$ cat src/rtl/shift_out_tx.sv
`timescale 1ns/1ps
// shift_out_tx: parallel-in, serial-out transmitter feeding a bit-serial shift chain.
// It accepts a WIDTH-bit word through a valid/ready load handshake.
// It presents one bit per Shift_En strobe, then pulses Done for one cycle.
// Ports:
//   Clk, Reset   - clock; asynchronous active-high reset
//   Load_Valid   - Data_In is valid this cycle
//   Load_Ready   - high in IDLE only
//   Data_In      - parallel word to send
//   Shift_En     - consumer strobe: the current bit was taken
//   Shift_Out    - current serial bit (0 outside SHIFT)
//   Shift_Valid  - Shift_Out carries a word bit (SHIFT only)
//   Busy         - high in SHIFT and DONE
//   Done         - one-cycle pulse after the last bit is consumed
module shift_out_tx #(
    parameter int WIDTH     = 16,
    parameter bit MSB_FIRST = 1'b0
) (
    input  logic             Clk,
    input  logic             Reset,
    input  logic             Load_Valid,
    output logic             Load_Ready,
    input  logic [WIDTH-1:0] Data_In,
    input  logic             Shift_En,
    output logic             Shift_Out,
    output logic             Shift_Valid,
    output logic             Busy,
    output logic             Done
);

    localparam int CW = $clog2(WIDTH);
    localparam logic [CW-1:0] LAST = CW'(WIDTH - 1);

    typedef enum logic [1:0] {
        ST_IDLE  = 2'd0,
        ST_SHIFT = 2'd1,
        ST_DONE  = 2'd2
    } state_t;

    state_t           state;
    state_t           state_nxt;
    logic [WIDTH-1:0] shift_reg;
    logic [WIDTH-1:0] shift_nxt;
    logic [CW-1:0]    bit_cnt;
    logic [CW-1:0]    cnt_nxt;
    logic [WIDTH-1:0] shifted;

    // Move the next bit into the output end, filling with 0.
    assign shifted = MSB_FIRST ? {shift_reg[WIDTH-2:0], 1'b0}
                               : {1'b0, shift_reg[WIDTH-1:1]};

    always_ff @(posedge Clk or posedge Reset) begin
        if (Reset) begin
            state     <= ST_IDLE;
            shift_reg <= '0;
            bit_cnt   <= '0;
        end else begin
            state     <= state_nxt;
            shift_reg <= shift_nxt;
            bit_cnt   <= cnt_nxt;
        end
    end

    always_comb begin
        state_nxt = state;
        shift_nxt = shift_reg;
        cnt_nxt   = bit_cnt;
        unique case (state)
            ST_IDLE: begin
                if (Load_Valid) begin
                    shift_nxt = Data_In;
                    cnt_nxt   = '0;
                    state_nxt = ST_SHIFT;
                end
            end
            ST_SHIFT: begin
                if (Shift_En) begin
                    // The final strobe leaves the register as is; the word is spent.
                    if (bit_cnt == LAST) begin
                        state_nxt = ST_DONE;
                    end else begin
                        shift_nxt = shifted;
                        cnt_nxt   = bit_cnt + 1'b1;
                    end
                end
            end
            ST_DONE: begin
                state_nxt = ST_IDLE;
            end
            default: begin
                state_nxt = ST_IDLE;
            end
        endcase
    end

    assign Load_Ready  = (state == ST_IDLE);
    assign Shift_Valid = (state == ST_SHIFT);
    assign Busy        = (state == ST_SHIFT) || (state == ST_DONE);
    assign Done        = (state == ST_DONE);
    assign Shift_Out   = Shift_Valid &
                         (MSB_FIRST ? shift_reg[WIDTH-1] : shift_reg[0]);

endmodule

$ cat config.mk
export PLATFORM = sky130hd
export DESIGN_NAME = shift_out_tx
export DESIGN_NICKNAME = d
export VERILOG_FILES = /design/src/rtl/shift_out_tx.sv
export SDC_FILE = /design/constraint.sdc
export NUM_CORES = 1
export LEC_CHECK = 0
export CAP_MARGIN = 20
export CORE_UTILIZATION = 50
export DETAILED_ROUTE_END_ITERATION = 6
export PLACE_DENSITY = 0.84
export SLEW_MARGIN = 20
export SYNTH_ARGS = -nofsm -noshare
export SYNTH_HDL_FRONTEND = slang
export SYNTH_SLANG_ARGS = --single-unit
$ cat constraint.sdc
create_clock -name Clk -period 2.1 [get_ports Clk]
set_clock_uncertainty 0.1 [all_clocks]
set_input_delay 0.315 -clock Clk [delete_from_list [all_inputs] [get_ports Clk]]
set_output_delay 0.315 -clock Clk [all_outputs]
set_load 0.005 [all_outputs]
==> run_results.csv, run 1 <==
group,metric,value,unit
run_status,status,"finished clean",
drt,via_count,908,
worst_setup_path,crit_type,"reg2out",
timing,period_share,0.963,
global_route,grt_pass1_wl,3660,microns
global_route,grt_overflow,0,
timing,rsz0062_at_grt,"no",
worst_setup_path,required,1.68,ns
job,maxCapViolations,0,
clock_tree,cts_buffers,3,
logic_synthesis,ys_ff_latch,22,
logic_synthesis,synthesis.nets,138,
timing,layout_min_cycle_time,2.02,ns
logic_synthesis,synth_cell_types,27,
clock_tree,cts_tree,"built",
timing,final-max-slew-violation-count,0,
worst_setup_path,crit_buf_inv,2,
power,p_sw,825,uW
cells_and_area,area_delta_synth_final,24.3,%
drt,via_per_inst,5.37,
clock_tree,clock_path_buffers,2,
floorplan,ios,25,
worst_setup_path,critPathMaxFanout,5,
placement,port_buffers,24,
worst_setup_path,r2r_end,"shift_reg[3]",
timing,max_slew_margin,0.816,
global_route,antenna_found_initial,0,
power,clkPwrFrac,0.092,
worst_setup_path,crit_path_start_kind,"flop",
worst_setup_path,end_kind,"primary output",
drt,wl_per_cell,13.1,microns
floorplan,initial_core_util,0.547,
power,p_per_area,1320,nW/um^2
power,netSwitchingFraction,0.404,
drt,wirelength,2220,microns
drt,ant_nets,0,
power,p_leak,0.663,nW
worst_setup_path,r2r_cells,7,
power,power,2.04,mW
timing,max_freq,494,MHz
power,ir_drop,0.963,mV
min_path,hold_class,"in2async",
floorplan,dieArea,2690,sq um
clock_tree,path_clk_slew,0.12,ns
global_route,grt.total_usage,0.189,
clock_tree,cts_sinks,22,
clock_tree,cts-root-buf,"clkbuf_4",
logic_synthesis,syn_area,1240,sq um
clock_tree,cts-htree-levels,1,
drt,dr_wl_met2,1150,microns
timing,setup-tns-final,0,ns
floorplan,fp.coreArea,2280,sq um
timing,setup_viol,0,
timing,worst_pin_slew,0.277,ns
placement,place_hpwl,1640,microns
worst_setup_path,cp_cell_sequence,"inv_1 > ha_4 > and2_1 > clkdlybuf4s50_1",
drt,m1WireLength,959,microns
floorplan,die_x,51.9,microns
worst_setup_path,slowest_stage,"clkdlybuf4s50_1",
cells_and_area,layout.cells.non_filler,169,
worst_setup_path,r2r_setup_slack,0.23,ns
worst_setup_path,crit_arrival,1.61,ns
timing,hold_ws,0.222,ns
timing,finalHoldViolations,0,
cells_and_area,nets,167,
power,p_seq_frac,0.371,
clock_tree,clk_latency,0.30,ns
placement,dp.cells,164,
cells_and_area,layout-drive-gt1-share,0.298,
worst_setup_path,slowest_delay,0.49,ns
logic_synthesis,syn_area_per_cell,10.9,sq um
logic_synthesis,yosysSeqAreaShare,0.442,
global_route,first_global_vias,852,
placement,place_congestion,0.768,
power,intPower,1.22,mW
cells_and_area,largest_reg_flops,16,
worst_setup_path,r2r_start,"state[0]",
floorplan,num_rows,17,
cells_and_area,diodes,0,
floorplan,die_y,51.9,microns
power,comb_power_share,0.538,
global_route,grt_max_degree,23,
drt,drc,0,
drt,highest_layer,"met4",
drt,dr_wl_met3,87,microns
drt,drt_iter0_markers,26,
worst_setup_path,crit_family,"buffers and inverters",
drt,drt-pass1-iter-count,4,
logic_synthesis,netlist_instances,114,
logic_synthesis,yosys_warnings,0,
## routing by layer
metal  vias up  global-route usage
met2        29               0.310
met5         -                   0
met1       427               0.242
met4         0              0.0901
met3         2              0.0292
li1        450                   -
## worst reg2reg max path, cell delays in order (launching register included)
cell and delay (ns):
dfrtp_1 0.41, inv_1 0.09, ha_1 0.24, and3b_1 0.24
a41o_2 0.26, buf_4 0.22, nor2_2 0.14, a21oi_2 0.05
## cell usage in the layout, fill, tap and decap left out, drive strengths merged, types with 4 or more instances in the layout
master and count:
nor2 16, nand3 5, dfrtp 22, nand2 4
a21oi 18, ha 4, mux2i 16, clkdlybuf4s50 24
inv 8, buf 7
## layout make-up
cell class / count / area [sq um]
fillers: 175 / 728
multi-input cells: 77 / 617
flip-flops and latches: 22 / 551
repair buffers: 31 / 293
well taps: 28 / 35.0
inverters: 8 / 30.0
clock buffers: 3 / 22.5
## metrics by stage
| stage | worst slack, ns | utilization | area, sq um |
|---|---|---|---|
| 5_1_grt | 0.00598 | 0.680 | 1550 |
| 6_report | 0.0768 | 0.680 | 1550 |
| 2_1_floorplan | 0.339 | - | 1240 |
| 4_1_cts | 0.0227 | 0.669 | 1520 |
| 3_5_place_dp | 0.171 | 0.658 | 1500 |
| 3_3_place_gp | 0.217 | 0.658 | 1500 |
## Yosys cell counts
| library cell | count | share of area |
|---|---|---|
| dfrtp_1 | 22 | 0.44 |
| a21oi_2 | 15 | 0.11 |
| mux2i_1 | 15 | 0.12 |
| nor2_2 | 12 | 0.060 |
| inv_1 | 8 | 0.024 |
| nand3_1 | 5 | 0.020 |
| buf_6 | 4 | 0.036 |
| ha_1 | 4 | 0.040 |
| nand2_1 | 4 | 0.012 |
| nor2_1 | 4 | 0.012 |
| a21oi_1 | 3 | 0.012 |
| o21ai_2 | 2 | 0.014 |
| o22ai_1 | 2 | 0.010 |
| a22o_1 | 1 | 0.0070 |
| a311o_1 | 1 | 0.0080 |
| a31oi_1 | 1 | 0.0050 |
| a41o_1 | 1 | 0.0080 |
| and2_1 | 1 | 0.0050 |
| and3_1 | 1 | 0.0050 |
| and3b_1 | 1 | 0.0070 |
| buf_2 | 1 | 0.0040 |
| buf_4 | 1 | 0.0060 |
| clkbuf_1 | 1 | 0.0030 |
| mux2i_4 | 1 | 0.018 |
| nand2b_1 | 1 | 0.0050 |
| nand4_1 | 1 | 0.0050 |
| nor3_1 | 1 | 0.0040 |
## power by group through the flow
stage	registers [mW]	logic, mW	clock network (mW)
global route	0.779	1.21	0.209
global placement	0.746	1.05	0
floorplan	0.726	0.905	0
detailed placement	0.759	1.09	0
finish	0.757	1.10	0.187
CTS	0.751	1.10	0.193
## cell families after synthesis
logic type	count (synthesis)	share of synthesized area
AND/OR/NAND/NOR	31	0.136
AO/OA/AOI/OAI	26	0.170
flip-flops	22	0.442
multiplexers	16	0.139
buffers and inverters	15	0.0734
adder cells (fa/ha/maj)	4	0.0402
## how the worst max path moves through the flow
stage / startpoint / to / slack (ns) / cells past startpoint
finish: state[1] / Shift_Out / 0.08 / 4
global route: state[1] / Shift_Out / 0.006 / 4
CTS: state[1] / Shift_Out / 0.02 / 4
detailed placement: Load_Valid / shift_reg[8] / 0.17 / 6
global placement: Load_Valid / shift_reg[8] / 0.22 / 6
floorplan: state[1] / shift_reg[11] / 0.34 / 9
## repair_timing
action / 4_1_cts / 5_1_grt
endpoints found under the hold margin: 0 / 0
setup buffers: 0 / 2
endpoints found under the setup margin: 1 / 1
hold buffers: 0 / 0
resized for setup: 1 / 1
gates cloned: 0 / 0
No activity file was read; power rests on OpenSTA's default activity.
==> inputs of run 2 (changes only) <==
CORE_MARGIN = 1   (was not set)
CTS_CLUSTER_DIAMETER = 60   (was not set)
HOLD_SLACK_MARGIN = 0.1   (was not set)
==> results of run 2 <==
Same layout as run 1: the final DEF is identical, and so are final timing and power.
